## src/rtl/glitch_filter_bank.sv

```systemverilog
// Multi-channel glitch filter: per-line synchroniser, programmable pulse rejection,
// filtered level with registered rise/fall strobes and a combined edge flag.
module glitch_filter_bank #(
   parameter int                  CHANNELS    = 2,
   parameter int                  SYNC_STAGES = 2,
   parameter int                  CNT_W       = 4,
   parameter logic [CHANNELS-1:0] INIT        = {CHANNELS{1'b1}}
) (
   input  logic                clk,
   input  logic                rst,
   input  logic [CHANNELS-1:0] in,
   input  logic                en,
   input  logic [CNT_W-1:0]    filt_len,
   output logic [CHANNELS-1:0] out,
   output logic [CHANNELS-1:0] rise,
   output logic [CHANNELS-1:0] fall,
   output logic                any_edge
);

   logic [CHANNELS-1:0] rise_d;
   logic [CHANNELS-1:0] fall_d;

   for (genvar i = 0; i < CHANNELS; i++) begin : g_ch
      logic [SYNC_STAGES-1:0] sync_q;
      logic                   s;
      logic [CNT_W-1:0]       cnt_q;
      logic [CNT_W-1:0]       cnt_d;
      logic                   out_q;
      logic                   out_d;
      logic                   rise_q;
      logic                   fall_q;
      logic                   rise_n;
      logic                   fall_n;

      // The chain keeps running while the filter is disabled so the level is
      // already settled when filtering resumes.
      always_ff @(posedge clk or posedge rst) begin
         if (rst) begin
            sync_q <= {SYNC_STAGES{INIT[i]}};
         end else begin
            sync_q <= {sync_q[SYNC_STAGES-2:0], in[i]};
         end
      end

      assign s = sync_q[SYNC_STAGES-1];

      // NOTE: every signal gets a default before the if-chain; a path that leaves
      // one unassigned would infer a latch.
      always_comb begin
         cnt_d  = '0;
         out_d  = out_q;
         rise_n = 1'b0;
         fall_n = 1'b0;
         if (en && (s != out_q)) begin
            if (cnt_q >= filt_len) begin
               out_d  = s;
               rise_n = s;
               fall_n = ~s;
            end else begin
               cnt_d = cnt_q + 1'b1;
            end
         end
      end

      // NOTE: sequential state uses non-blocking assignments so every flop samples
      // the pre-edge values regardless of statement order.
      always_ff @(posedge clk or posedge rst) begin
         if (rst) begin
            cnt_q  <= '0;
            out_q  <= INIT[i];
            rise_q <= 1'b0;
            fall_q <= 1'b0;
         end else begin
            cnt_q  <= cnt_d;
            out_q  <= out_d;
            rise_q <= rise_n;
            fall_q <= fall_n;
         end
      end

      assign out[i]    = out_q;
      assign rise[i]   = rise_q;
      assign fall[i]   = fall_q;
      assign rise_d[i] = rise_n;
      assign fall_d[i] = fall_n;
   end

   // Built from the next-state strobes so it lines up with rise/fall.
   always_ff @(posedge clk or posedge rst) begin
      if (rst) begin
         any_edge <= 1'b0;
      end else begin
         any_edge <= |(rise_d | fall_d);
      end
   end

endmodule

```

## config.mk

```make
export PLATFORM = sky130hd
export DESIGN_NAME = glitch_filter_bank
export DESIGN_NICKNAME = d
export VERILOG_FILES = /design/src/rtl/glitch_filter_bank.sv
export SDC_FILE = /design/constraint.sdc
export NUM_CORES = 1
export LEC_CHECK = 0
export CORE_UTILIZATION = 55
export CTS_CLUSTER_DIAMETER = 30
export DETAILED_ROUTE_END_ITERATION = 10
export HOLD_SLACK_MARGIN = 0.05
export PLACE_DENSITY = 0.82
export SLEW_MARGIN = 10
export SYNTH_ARGS = -nofsm -noshare
export SYNTH_HDL_FRONTEND = slang
export SYNTH_SLANG_ARGS = --single-unit
```

## constraint.sdc

```tcl
create_clock -name clk -period 2.32 [get_ports clk]
set_clock_uncertainty 0.15 [all_clocks]
set_input_delay 0.232 -clock clk [delete_from_list [all_inputs] [get_ports clk]]
set_output_delay 0.232 -clock clk [all_outputs]
set_load 0.005 [all_outputs]
```

[Yosys cells after proc, flatten, opt, wreduce, memory -nomap -nowiden]
Index checks and enable logic that the tools add are counted.
Storage, ports and cells
  bits in registers: 19
  output and inout port bits: 7
  word-level logic and storage cells: 37
Operators by class
  add/subtract/negate cells: 2
  magnitude comparators: 2
  equal/unequal tests: 2
  multiplexer cells: 12
  bitwise operators: 3
  reductions and logical operators: 5
Operators by type and width (number)
  $mux 4: 4
  $add 4x1->4 const B: 2
  $ge 4x4->1: 2
  $mux 1: 8
  $reduce_and 2->1: 2
  $logic_and 1x1->1: 2
  $ne 1x1->1: 2
  $not 1->1: 2
  $or 2x2->2: 1
  $reduce_or 2->1: 1

[Logic depth before layout (Yosys ltp)]
  depth after elaboration: 5
  gate-level depth with buffers: 5
  depth with buffers taken out: 5

[Least setup slack after synthesis]
No wires, ideal clock.
  path type: register to register
  start point: register g_ch[0].cnt_q[0]
  end point: register any_edge
  setup time: 0.134 ns
  data arrival time: 1.185 ns
  path slack: 0.852 ns
  cell stages (with the launch flop): 6
  path buffers: 0
  period minus slack after synthesis: 1.468 ns
  cells stage by stage: dfrtp_1 -> inv_1 -> ha_1 -> nor3b_2 -> o21a_1 -> o22ai_1
Between the ends
  longest elaborated chain between the ends: 5
  elaborated cells between the ends (all ways): 7
Ends and longest elaborated chain
  start, declared: RTL line 26  | logic [CNT_W-1:0] cnt_q;
  start signal, assigned: RTL line 74  | cnt_q <= cnt_d;
  $ge 4x4->1 (*): RTL line 55  | if (cnt_q >= filt_len) begin
  $mux 1: RTL line 55
  $mux 1: RTL line 54  | if (en && (s != out_q)) begin
  $or 2x2->2 (*): RTL line 93  | any_edge <= |(rise_d | fall_d);
  $reduce_or 2->1 (*): RTL line 93
  end signal, assigned: RTL line 93
  end, declared: RTL line 17  | output logic any_edge
Mark *: on every way between the ends. The rest lies on a longest branch, timed or not.
A chain may end at the register's enable or synchronous reset.

[Worst setup path after layout]
  start point: register g_ch[1].out_q
  end point: output port out[1]
RTL lines
  start, declared: RTL line 28  | logic out_q;
  start signal, assigned: RTL line 70  | out_q <= INIT[i];
  start signal, assigned: RTL line 75  | out_q <= out_d;
  end, declared: RTL line 14  | output logic [CHANNELS-1:0] out,
No word-level cell between the ends.

==> run metrics <==
Seq cells post-synth 19; Clk pwr share 25.1%; CP peak stage delay 0.57 ns; post-DP HPWL 1220 µm; startpoint types flip-flop; fin crit period 1.75 ns; Core Util, Final 72.1%; TNS Setup 0 ns; Post-route DRC 0; Post-CTS Setup Bufs 0; most frequent cells after synthesis dfrtp_1 (13), ha_1 (10), nor3_1 (10); GRT Overall Usage 18.6%; placed inst area 0.00112 mm²; syn nets 103; DRT Pass-1 Iters 3; Reg2Reg Launch Point g_ch[1].cnt_q[3]$_DFF_PP0_; die area 0.00197 mm²; area delta synth->final 16.5%; peak supply drop 0.435 mV; final hold vios 0; Worst EP arrival 1.37 ns; post-route cell area 0.00115 mm²; Synth Warn # 0; htree depth 1; post-synthesis sequential area ratio 48.9%; pwr dens 555 mW/mm²; Worst Hold Class in -> async; critical register-to-register path endpoint g_ch[1].cnt_q[2]$_DFF_PP0_; status completed; number of buffers added on ports 15; TritonCTS Buffers 3; Detailed Route WL 1500 µm; vias after detailed routing 624; final setup violation count 0; fin. max-slew vios 0; fmax 570 MHz; worst-skew pair later-pin latency 0.29 ns; Crit Path Max Fanout 4; DP Cell Count 117; # fillers 123; ys async rst share 100%; slowest CP cell dfstp_2; Cells after Synth 84; worst reg-to-reg setup slack 0.71 ns; Most used DFF post-synth dfrtp_1; Synth area leader dfrtp_1; Worst Setup SP g_ch[1].out_q$_DFFE_PP1P_; antenna violations before repair 0; mux share of post-synthesis cell area 0%; CTS max path bufs 2; Post-Synth XOR/XNOR Area 5.32%; r2r worst-path depth 4; slew margin rel. 53.8%; hold_buf cts 0; mapped cell area 987 µm²; global route total overflow 0; Worst-Margin Slew 0.693 ns; WL/cell 12.4 µm; Ant. Diodes 0; Die W 44.4 µm; number of synthesized flops with an enable pin 0; CP Capture Type primary output; Cell variety after synth 21; RD Place Congestion 0.753; RSZ-0062 raised after global routing no; top post-synthesis cells by area dfrtp_1 (33%), dfstp_2 (16%), ha_1 (13%); largest family of logic cells by synthesized area simple AND/OR/NAND/NOR gates; part of the power in combinational logic 17.4%; max_cap viols 0; syn avg cell area 11.8 µm²; post-synth top area share 33.0%; Die Ht 44.4 µm; Net Sw Power 0.166 mW; most frequent cell after synthesis dfrtp_1; Flop pwr share 57.6%; Nets 117; critical path cell sequence clkdlybuf4s50_1; Site Rows 14; CTS root buffer clkbuf_4; Leak 0.510 nW; Post-Synth Simple-Gate Area 14.6%; Internal 0.473 mW; vias in the first global route 651; clk sinks 19; CORE AREA 0.00159 mm²; switching share of power 26.0%; crit share post-route 75.6%; TritonCTS clock tree built; Worst EP required 1.94 ns; pin count of the biggest net entering global routing 20; WS Path Type reg -> out; Reg clk slew, reported paths 0.11 ns; DR iter-0 viols 5; CP Buf/Inv Count 1; Detail Route Antenna Nets 0; Initial Util 61.9%; Hold WS 0.186 ns; Place WS 0.340 ns; crit path setup slack, layout 0.565 ns; CTS resizes 0; share of cells above drive strength 1 18.6%; first-pass GRT wire length 2680 µm; Top delay family on crit path flip-flops; Via density 5.16; total power 0.638 mW; Compound-Gate Fraction of Synth Area 10.9%; I/O Pins 16; Post-Synth Adder-Cell Area 12.7%; Cell Count, Final, Fillers Out 121; Crit path depth 1
how the worst max path moves through the flow:
| stage | endpoint | slack [ns] |
|---|---|---|
| floorplan | any_edge$_DFF_PP0_ | 0.85 |
| global placement | any_edge$_DFF_PP0_ | 0.40 |
| detailed placement | g_ch[1].cnt_q[2]$_DFF_PP0_ | 0.34 |
| CTS | out[1] | 0.55 |
| global route | out[0] | 0.52 |
| finish | out[1] | 0.57 |
sequential cells by signal, summed over array words and instances (netlist names):
register and count:
g_ch.sync_q 4, g_ch.fall_q 2, g_ch.rise_q 2, g_ch.cnt_q 8, any_edge 1, g_ch.out_q 2
layout by cell type, fill, tap and decap left out:
cell and count:
o211ai_2 2, o21ai_1 1, o22ai_1 1, nand2_1 4, xnor2_1 2, inv_1 8, o21ai_2 1, a21oi_1 2
o21a_1 1, nor3_1 10, clkinv_2 1, nand2b_1 2, o21a_4 1, dfstp_2 6, ha_1 10, nor3b_2 3
o211ai_1 4, clkdlybuf4s50_1 15, nor3b_4 1, clkbuf_4 3, dfrtp_1 13, nand3_1 2, xor2_1 4
logic make-up after synthesis:
family,count (synthesis)
adders and majority gates,10
DFF,19
AOI/OAI and AO/OA,13
and+or+nand+nor,22
xor gates and xnor gates,6
buffers and inverters,14
metal layers:
metal  vias up  global-route usage (%)  wire length, µm
li1        314                       -                -
met1       300                    22.6              650
met2        10                    33.2              809
met3         0                    5.31               43
met4         0                    3.03                0
met5         -                       0                0
area by class of cell:
cell class / count / area [µm²] / area share, %
clock buffers: 3 / 22.5 / 1.96
clock inverters: 1 / 5.00 / 0.435
inverters: 8 / 30.0 / 2.61
multi-input cells: 51 / 429 / 37.3
flip-flops and latches: 19 / 483 / 42.0
well taps: 24 / 30.0 / 2.61
repair buffers: 15 / 150 / 13.1
power by group through the flow:
stage          clock network [mW]  registers (mW)  logic, mW
4_1_cts                     0.166           0.368      0.113
5_1_grt                     0.180           0.370      0.126
2_1_floorplan                   0           0.370     0.0793
3_5_place_dp                    0           0.374      0.112
6_report                    0.160           0.367      0.111
3_3_place_gp                    0           0.373      0.108
Power figures use the tool's default switching activity.
